$ cat config.mk
export PLATFORM = sky130hd
export DESIGN_NAME = dose_timer
export DESIGN_NICKNAME = d
export VERILOG_FILES = /design/src/rtl/dose_timer.sv
export SDC_FILE = /design/constraint.sdc
export NUM_CORES = 1
export LEC_CHECK = 0
export ABC_CLOCK_PERIOD_IN_PS = 2350
export BUFFER_PORTS_ARGS = -buffer_cell sky130_fd_sc_hd__buf_2
export CORE_ASPECT_RATIO = 1.25
export CORE_MARGIN = 2
export CORE_UTILIZATION = 50
export CTS_CLUSTER_DIAMETER = 50
export CTS_CLUSTER_SIZE = 20
export DETAILED_ROUTE_END_ITERATION = 6
export PLACE_DENSITY = 0.75
export SKIP_CTS_REPAIR_TIMING = 1
export SYNTH_ARGS = -nofsm -noshare
export SYNTH_HDL_FRONTEND = slang
export SYNTH_SLANG_ARGS = --single-unit
$ cat constraint.sdc
create_clock -name clock -period 2.35 [get_ports clock]
set_input_delay 0.235 -clock clock [delete_from_list [all_inputs] [get_ports clock]]
set_output_delay 0.235 -clock clock [all_outputs]
set_load 0.05 [all_outputs]
$ cat src/rtl/dose_timer.sv
// Dose timer: times each ingredient dose of the brewing FSM and pulses result when it completes.
// Optional DOSE_TIMER_PAUSE_EN adds a pause input that freezes an in-progress dose.
module dose_timer #(
    parameter int TICK_DIV = 50000,
    parameter int CNT_W    = 8
) (
    input  logic             clock,
    input  logic             reset,
    input  logic [2:0]       state_in,
    input  logic [1:0]       recipe,
`ifdef DOSE_TIMER_PAUSE_EN
    input  logic             pause,
`endif
    output logic             result,
    output logic [CNT_W-1:0] remaining,
    output logic             dose_active,
    output logic [1:0]       timer_state
);

    localparam int PRE_W = $clog2(TICK_DIV);
    localparam logic [PRE_W-1:0] PRE_LAST = PRE_W'(TICK_DIV - 1);

    typedef enum logic [1:0] {
        IDLE  = 2'b00,
        LOAD  = 2'b01,
        COUNT = 2'b10,
        DONE  = 2'b11
    } state_t;

    state_t           state_r;
    logic [PRE_W-1:0] presc_r;
    logic [1:0]       recipe_r;
    logic [2:0]       active_r;
    logic             result_r;
    logic             dose_active_r;
    logic [CNT_W-1:0] remaining_r;

    logic             pause_s;
    logic             valid_in_s;
    logic [1:0]       eff_recipe_s;
    logic [CNT_W-1:0] dose_s;

    function automatic logic [CNT_W-1:0] dose_lookup(input logic [1:0] rcp, input logic [2:0] ing);
        logic [3:0] d;
        d = 4'd0;
        case ({rcp, ing})
            5'b00_000: d = 4'd8;
            5'b00_001: d = 4'd4;
            5'b01_000: d = 4'd8;
            5'b01_001: d = 4'd4;
            5'b01_010: d = 4'd2;
            5'b10_000: d = 4'd6;
            5'b10_001: d = 4'd4;
            5'b10_010: d = 4'd2;
            5'b10_011: d = 4'd6;
            5'b11_000: d = 4'd6;
            5'b11_001: d = 4'd4;
            5'b11_010: d = 4'd2;
            5'b11_011: d = 4'd4;
            5'b11_100: d = 4'd3;
            default:   d = 4'd0;
        endcase
        return CNT_W'(d);
    endfunction

    // Pause source, input qualification and dose selection (recipe is taken live only at water)
    always_comb begin
`ifdef DOSE_TIMER_PAUSE_EN
        pause_s = pause;
`else
        pause_s = 1'b0;
`endif
        valid_in_s = (state_in <= 3'd4);
        if (state_in == 3'd0) begin
            eff_recipe_s = recipe;
        end else begin
            eff_recipe_s = recipe_r;
        end
        dose_s = dose_lookup(eff_recipe_s, state_in);
    end

    // Timer FSM with registered result/dose_active/remaining
    always_ff @(posedge clock) begin
        if (!reset) begin
            state_r       <= IDLE;
            presc_r       <= '0;
            recipe_r      <= 2'd0;
            active_r      <= 3'b111;
            result_r      <= 1'b0;
            dose_active_r <= 1'b0;
            remaining_r   <= '0;
        end else begin
            case (state_r)
                IDLE: begin
                    result_r      <= 1'b0;
                    dose_active_r <= 1'b0;
                    remaining_r   <= '0;
                    if (valid_in_s && (state_in != active_r)) begin
                        state_r <= LOAD;
                    end else begin
                        state_r <= IDLE;
                    end
                end
                LOAD: begin
                    presc_r <= '0;
                    if (!valid_in_s) begin
                        state_r       <= IDLE;
                        remaining_r   <= '0;
                        result_r      <= 1'b0;
                        dose_active_r <= 1'b0;
                    end else begin
                        active_r    <= state_in;
                        remaining_r <= dose_s;
                        if (state_in == 3'd0) begin
                            recipe_r <= recipe;
                        end
                        if (dose_s == '0) begin
                            state_r       <= DONE;
                            result_r      <= 1'b1;
                            dose_active_r <= 1'b0;
                        end else begin
                            state_r       <= COUNT;
                            result_r      <= 1'b0;
                            dose_active_r <= 1'b1;
                        end
                    end
                end
                COUNT: begin
                    if (state_in != active_r) begin
                        // Ingredient changed under us: drop this dose silently
                        result_r      <= 1'b0;
                        dose_active_r <= 1'b0;
                        remaining_r   <= '0;
                        presc_r       <= '0;
                        active_r      <= 3'b111;
                        if (valid_in_s) begin
                            state_r <= LOAD;
                        end else begin
                            state_r <= IDLE;
                        end
                    end else if (pause_s) begin
                        state_r <= COUNT;
                    end else if (presc_r == PRE_LAST) begin
                        presc_r     <= '0;
                        remaining_r <= remaining_r - CNT_W'(1);
                        if (remaining_r == CNT_W'(1)) begin
                            state_r       <= DONE;
                            result_r      <= 1'b1;
                            dose_active_r <= 1'b0;
                        end else begin
                            state_r <= COUNT;
                        end
                    end else begin
                        presc_r <= presc_r + PRE_W'(1);
                    end
                end
                DONE: begin
                    state_r       <= IDLE;
                    result_r      <= 1'b0;
                    dose_active_r <= 1'b0;
                    remaining_r   <= '0;
                end
                default: begin
                    state_r       <= IDLE;
                    result_r      <= 1'b0;
                    dose_active_r <= 1'b0;
                    remaining_r   <= '0;
                end
            endcase
        end
    end

    assign result      = result_r;
    assign remaining   = remaining_r;
    assign dose_active = dose_active_r;
    assign timer_state = state_r;

endmodule

; ---- Word level (Yosys, flattened, before mapping)
; Memories as Yosys holds them, arrays and structs flattened.
; Index checks and enable logic that the tools add are counted.
[classes]
n_addsub = 2
multipliers = 0
div = 0
order_cmp = 1
eq_ne = 10
n_shift = 0
mux = 31
bitwise = 0
n_reduce_logical = 9
[op_table]
columns = cell, count
row1 = $mux W16, 2
row2 = $pmux W16 S2, 1
row3 = $pmux W8 S3, 1
row4 = $add A16 B1 Y16 const B, 1
row5 = $eq A16 B16 Y1 const B, 1
row6 = $mux W8, 2
row7 = $mux W1, 14
row8 = $eq A8 B1 Y1 const B, 1
row9 = $logic_not A8 Y1, 1
row10 = $mux W2, 4
row11 = $pmux W2 S4, 1
row12 = $sub A8 B1 Y8 const B, 1
row13 = $mux W3, 2
row14 = $ne A3 B3 Y1 const B, 2
row15 = $pmux W1 S3, 2
row16 = $pmux W3 S2, 1
row17 = $eq A2 B2 Y1 const B, 2
row18 = $mux W4, 1
row19 = $ne A2 B2 Y1 const B, 2
row20 = $reduce_and A2 Y1, 2
row21 = $le A3 B3 Y1 const B, 1
row22 = $logic_not A3 Y1, 1
row23 = $ne A3 B3 Y1, 1
row24 = $reduce_and A3 Y1, 1
row25 = 5 further kinds, 5
[totals]
ff_bits = 33
latch_bits = 0
ram_bits = 0
rom_bits = 128
in_bits = 7
output_inout_bits = 12
elab_cells = 61
mem_count = 1
[memory_table]
columns = name, depth, width, read_ports, rd_ports_with_merged_regs, wr, line_no
row1 = (no name shown), 32, 4, 1, 0, 0, 46  ; case ({rcp, ing})

; ---- Depth between registers and ports, before layout
; An unclocked memory read counts as a cell.
[logic_depth]
ltp_word = 7
depth_mapped = 8
depth_no_buf = 7

; ---- Least setup slack after synthesis
; No wires, ideal clock.
[synth_timing]
path_type = register to register
start = register state_r[1], in the netlist timer_state[1]
end = register presc_r[11]
setup_time_ns = 0.131
arrival_ns = 2.180
required_time_ns = 2.219
path_slack_ns = 0.039
path_stages_with_launch = 9
path_buffers = 1
synth_period_minus_slack_ns = 2.311
cell_sequence = dfxtp_1 inv_1 ha_1 clkbuf_1 nand4_1 nor3_1 nand4_1 xor2_1 nor2_1
[synth_via]
elab_chain_cells = 2
word_cells_on_any_way = 4
cone_classes = eq/ne (2) / mux (1) / reduce/logical (1)
[synth_lines]
columns = item, line_no
row1 = from (decl), 30  ; state_t state_r;
row2 = from (signal assigned), 85  ; state_r <= IDLE;
row3 = from (signal assigned), 99  ; state_r <= LOAD;
row4 = from (signal assigned), 101  ; state_r <= IDLE;
row5 = $eq A2 B2 Y1 / $eq A2 B1 Y1 (equally long branches), 93  ; case (state_r)
row6 = $pmux W16 S2 / $reduce_bool A2 Y1 (equally long branches), -
row7 = to (signal assigned), 154  ; presc_r <= presc_r + PRE_W'(1);
row8 = to (decl), 31  ; logic [PRE_W-1:0] presc_r;
; Several ways; a longest one is shown, not always the timed one.
; A chain may end at the register's enable or synchronous reset.

; ---- Worst setup path after layout
[layout_timing]
start = register presc_r[11]
end = register remaining_r[4], in the netlist remaining[4]
[layout_via]
elab_chain_cells = 2
[layout_lines]
columns = item, line_no
row1 = $eq A16 B16 Y1, 143  ; end else if (presc_r == PRE_LAST) begin
row2 = $ne A3 B3 Y1 (no source line), -
row3 = to (signal assigned), 113  ; remaining_r <= dose_s;
row4 = to (signal assigned), 145  ; remaining_r <= remaining_r - CNT_W'(1);
row5 = to (decl), 36  ; logic [CNT_W-1:0] remaining_r;
; Every way passes these cells.

==> metrics.log <==
[metrics] top cell type's share of synthesized area: 35.15%
[metrics] maxcap violations: 0
[metrics] residual overflow from global routing: 0
[metrics] largest net degree at the start of global routing: 22
[metrics] Die H: slightly above 70 µm
[metrics] post-detailed-route DRC marker count: 3
[metrics] Die Area: 4268 µm²
[metrics] number of antenna-violating nets in the routed design: 0
[metrics] critical-path maximum fanout: 8
[metrics] fraction of layout instances using a drive strength above 1: between 15 and 20%
[metrics] capturing element type of the critical path: flop
[metrics] count of routing violations after the opening detailed-route iteration: 95
[metrics] category of the critical setup timing path: reg -> reg
[metrics] timing-limited maximum frequency: 471.7 MHz
[metrics] placer congestion estimate: approximately 0.86
[metrics] starting density of the core: 53.04%
[metrics] setup skew after layout: roughly 3.8 ps
[metrics] leading cell type by number of instances after synthesis: dfxtp_1
[metrics] commonest cells in the synthesized netlist: 33 x dfxtp_1, 31 x nor2_1, 17 x nand2_1, 14 x o21ai_0
[metrics] number of distinct library cells after synthesis: between 40 and 50
[metrics] Peak VDD IR: 0.3358 mV
[metrics] violated checks: DRC
[metrics] count of endpoints failing setup in the final report: 0
[metrics] final worst setup slack: ~230 ps
[metrics] Slew @ Worst Pin: 519.7 ps
[metrics] final-stage net count: 264
[metrics] Avg WL per Cell: between 10 and 15 µm
[metrics] Std-Cell Rows: 24
[metrics] HPWL Detailed: 2845 µm
[metrics] core footprint: ~3500 µm²
[metrics] max-slew violation count: 0
[metrics] critical path launch point: presc_r[11]
[metrics] global-route usage over all layers: between 20% and 30%
[metrics] number of iterations in the first detailed-routing pass: 6
[metrics] clock slew seen by the registers of the worst setup and hold paths: ~70 ps
[metrics] P per Cell Area: 593.2 nW/µm²
[metrics] crit path to: remaining[4]
[metrics] growth of design area from synthesis to finish: 13.58%
[metrics] sequential cell area: 660.6 µm²
[metrics] vias in the first global route: around 1,600
[metrics] routed via count: between 1,500 and 2,000
[metrics] crit path launch type: flop
[metrics] CTS root buffer: clkbuf_8
[metrics] Final TNS setup: 0 ps
[metrics] wire length after detailed routing: 3951 µm
[metrics] type of the tightest min-delay check: in -> reg
[metrics] Num CTS Buffers: 5
[metrics] Post-synth top flop: dfxtp_1
[metrics] I/O pin count: 19
[metrics] clock period minus final worst setup slack: roughly 2100 ps
[metrics] Critical Path RT: ~2600 ps
[metrics] Clock Sinks: 33
[metrics] number of buffer cells added on primary ports: 18
[metrics] worst r2r src: presc_r[11]
[metrics] top post-synthesis cells by area: dfxtp_1 35%, nor2_1 6.2%, ha_1 4.7%
[metrics] arrival time of data at the critical path endpoint: ~2300 ps
[metrics] Post-Synthesis Cells: about 230
[metrics] CTS H-tree lvls: 2
[metrics] reg-to-reg endpoint: remaining[4]
[metrics] via/cell ratio: approximately 5.8
[metrics] net count after synthesis: 243
[metrics] Final Util: approximately 60%
[metrics] count of final hold-check violations: 0
[metrics] first-pass GRT wire length: between 6000 and 7000 µm
[metrics] leakage power figure: roughly 0.00081 µW
[metrics] pre-CTS setup slack: ~240 ps
[metrics] die boundary width: 58.84 µm
[metrics] count of filler cells inserted in the layout: between 300 and 400
[metrics] clk buf depth: 2
[metrics] post-synthesis sequential element count: 33
[metrics] final cell count without fillers: slightly below 300
[metrics] status: finished, violations left
[metrics] number of cells traversed by the worst register-to-register path: 5
[metrics] normalized max-slew margin: roughly two thirds
[metrics] portion of the clock cycle consumed by the worst path in the final layout: between 90 and 100%
[metrics] number of antenna cells inserted: 0
[metrics] latest clock arrival within the worst-skew pair: 290 ps
[metrics] Cell Count Post-Placement: between 200 and 300
[metrics] post-synthesis sequential area ratio: a little over a third
[metrics] unrepaired setup endpoints after global routing: no
[metrics] biggest area consumer among synthesized cells: dfxtp_1
[metrics] Reg2Reg Setup Slack: around 230 ps
[metrics] number of synthesized flops with an enable pin: 0
[metrics] antenna violations before repair: 0
[metrics] ys async rst share: 0%
[metrics] TritonCTS clock tree: done
[metrics] footprint of the multi-input gates: between 1000 and 1500 µm²
[metrics] warnings from Yosys: 0
[metrics] synthesized area per cell: 8.207 µm²
[metrics] Mapped Area: roughly 1900 µm²
## critical path, cell delays in order, from the launching register on
cell      delay (ps)
dfxtp_1          330
or4b_4           560
nor4_4           400
nor2_4           100
or4_1            520
a21boi_1         150
## cells by family after synthesis
kind of cell	Yosys count	synth area share [%]
simple gates	106	31.22
compound gates	42	14.12
flops	33	35.15
xor+xnor	18	8.389
buf+inv	18	3.795
fa+ha+maj	7	4.660
mux	5	2.663
## state kept, by name, indices dropped and copies added (netlist names)
signal       cells
recipe_r         2
timer_state      2
remaining        8
result           1
dose_active      1
active_r         3
presc_r         16
## per-layer routing
layer  global-route usage, %  share of wire (%)  up-vias
li1                        -                  -      857
met5                       0                  0        -
met1                   23.98                 44      769
met2                   35.93                 49       34
met3                   5.169                3.4       10
met4                   11.36                3.0        0
## placed cells by master, fill, tap and decap left out, types with 4 or more instances in the layout
master / n
nor4_1: 5
nand2_1: 17
buf_4: 5
dfxtp_1: 33
buf_2: 18
xnor2_1: 9
o21ai_0: 14
a21oi_1: 6
inv_1: 9
nor3_1: 7
nand4_1: 9
xor2_1: 9
mux2i_1: 5
clkbuf_8: 6
nor2b_1: 5
nand3_1: 6
a21boi_0: 4
o22ai_1: 6
ha_1: 7
nor2_1: 31
## stage by stage
| stage | total power [µW] | cell area, µm² | hold slack, ps |
|---|---|---|---|
| 3_3_place_gp | 727.7 | 2018 | 476.1 |
| 6_report | 1266 | 2135 | 218.3 |
| 5_1_grt | 1328 | 2135 | 227.0 |
| 2_1_floorplan | 696.3 | 1879 | 404.5 |
| 3_5_place_dp | 728.5 | 2018 | 483.9 |
| 4_1_cts | 1282 | 2135 | 219.8 |
## layout make-up
| type | instances | share of cell area (%) |
|---|---|---|
| inverter | 9 | 1.583 |
| clock buffer | 7 | 4.045 |
| tap | 39 | 2.286 |
| timing repair buffer | 23 | 5.979 |
| clock inverter | 1 | 1.407 |
| sequential | 33 | 30.95 |
| multi-input combinational | 178 | 53.75 |
## how the worst min path moves through the flow
stage / cells after the start / slack [ps] / to / startpoint
after global routing: 3 / 230 / recipe_r[0] / recipe[0]
final: 3 / 220 / recipe_r[0] / recipe[0]
after CTS: 3 / 220 / recipe_r[0] / recipe[0]
after global placement: 2 / 480 / remaining[7] / remaining[7]
after floorplan: 2 / 400 / recipe_r[0] / recipe[0]
after detailed placement: 2 / 480 / remaining[7] / remaining[7]
## report_power, final
group | internal, µW | switching [µW] | leakage (µW) | total [µW]
Combinational | 49.6 | 85.3 | 0.000485 | 135
Sequential | 571 | 10.6 | 0.000267 | 582
Clock | 345 | 204 | 0.0000585 | 550
Total | 966 | 300 | 0.000811 | 1270
(Power assumes the default switching activity.)
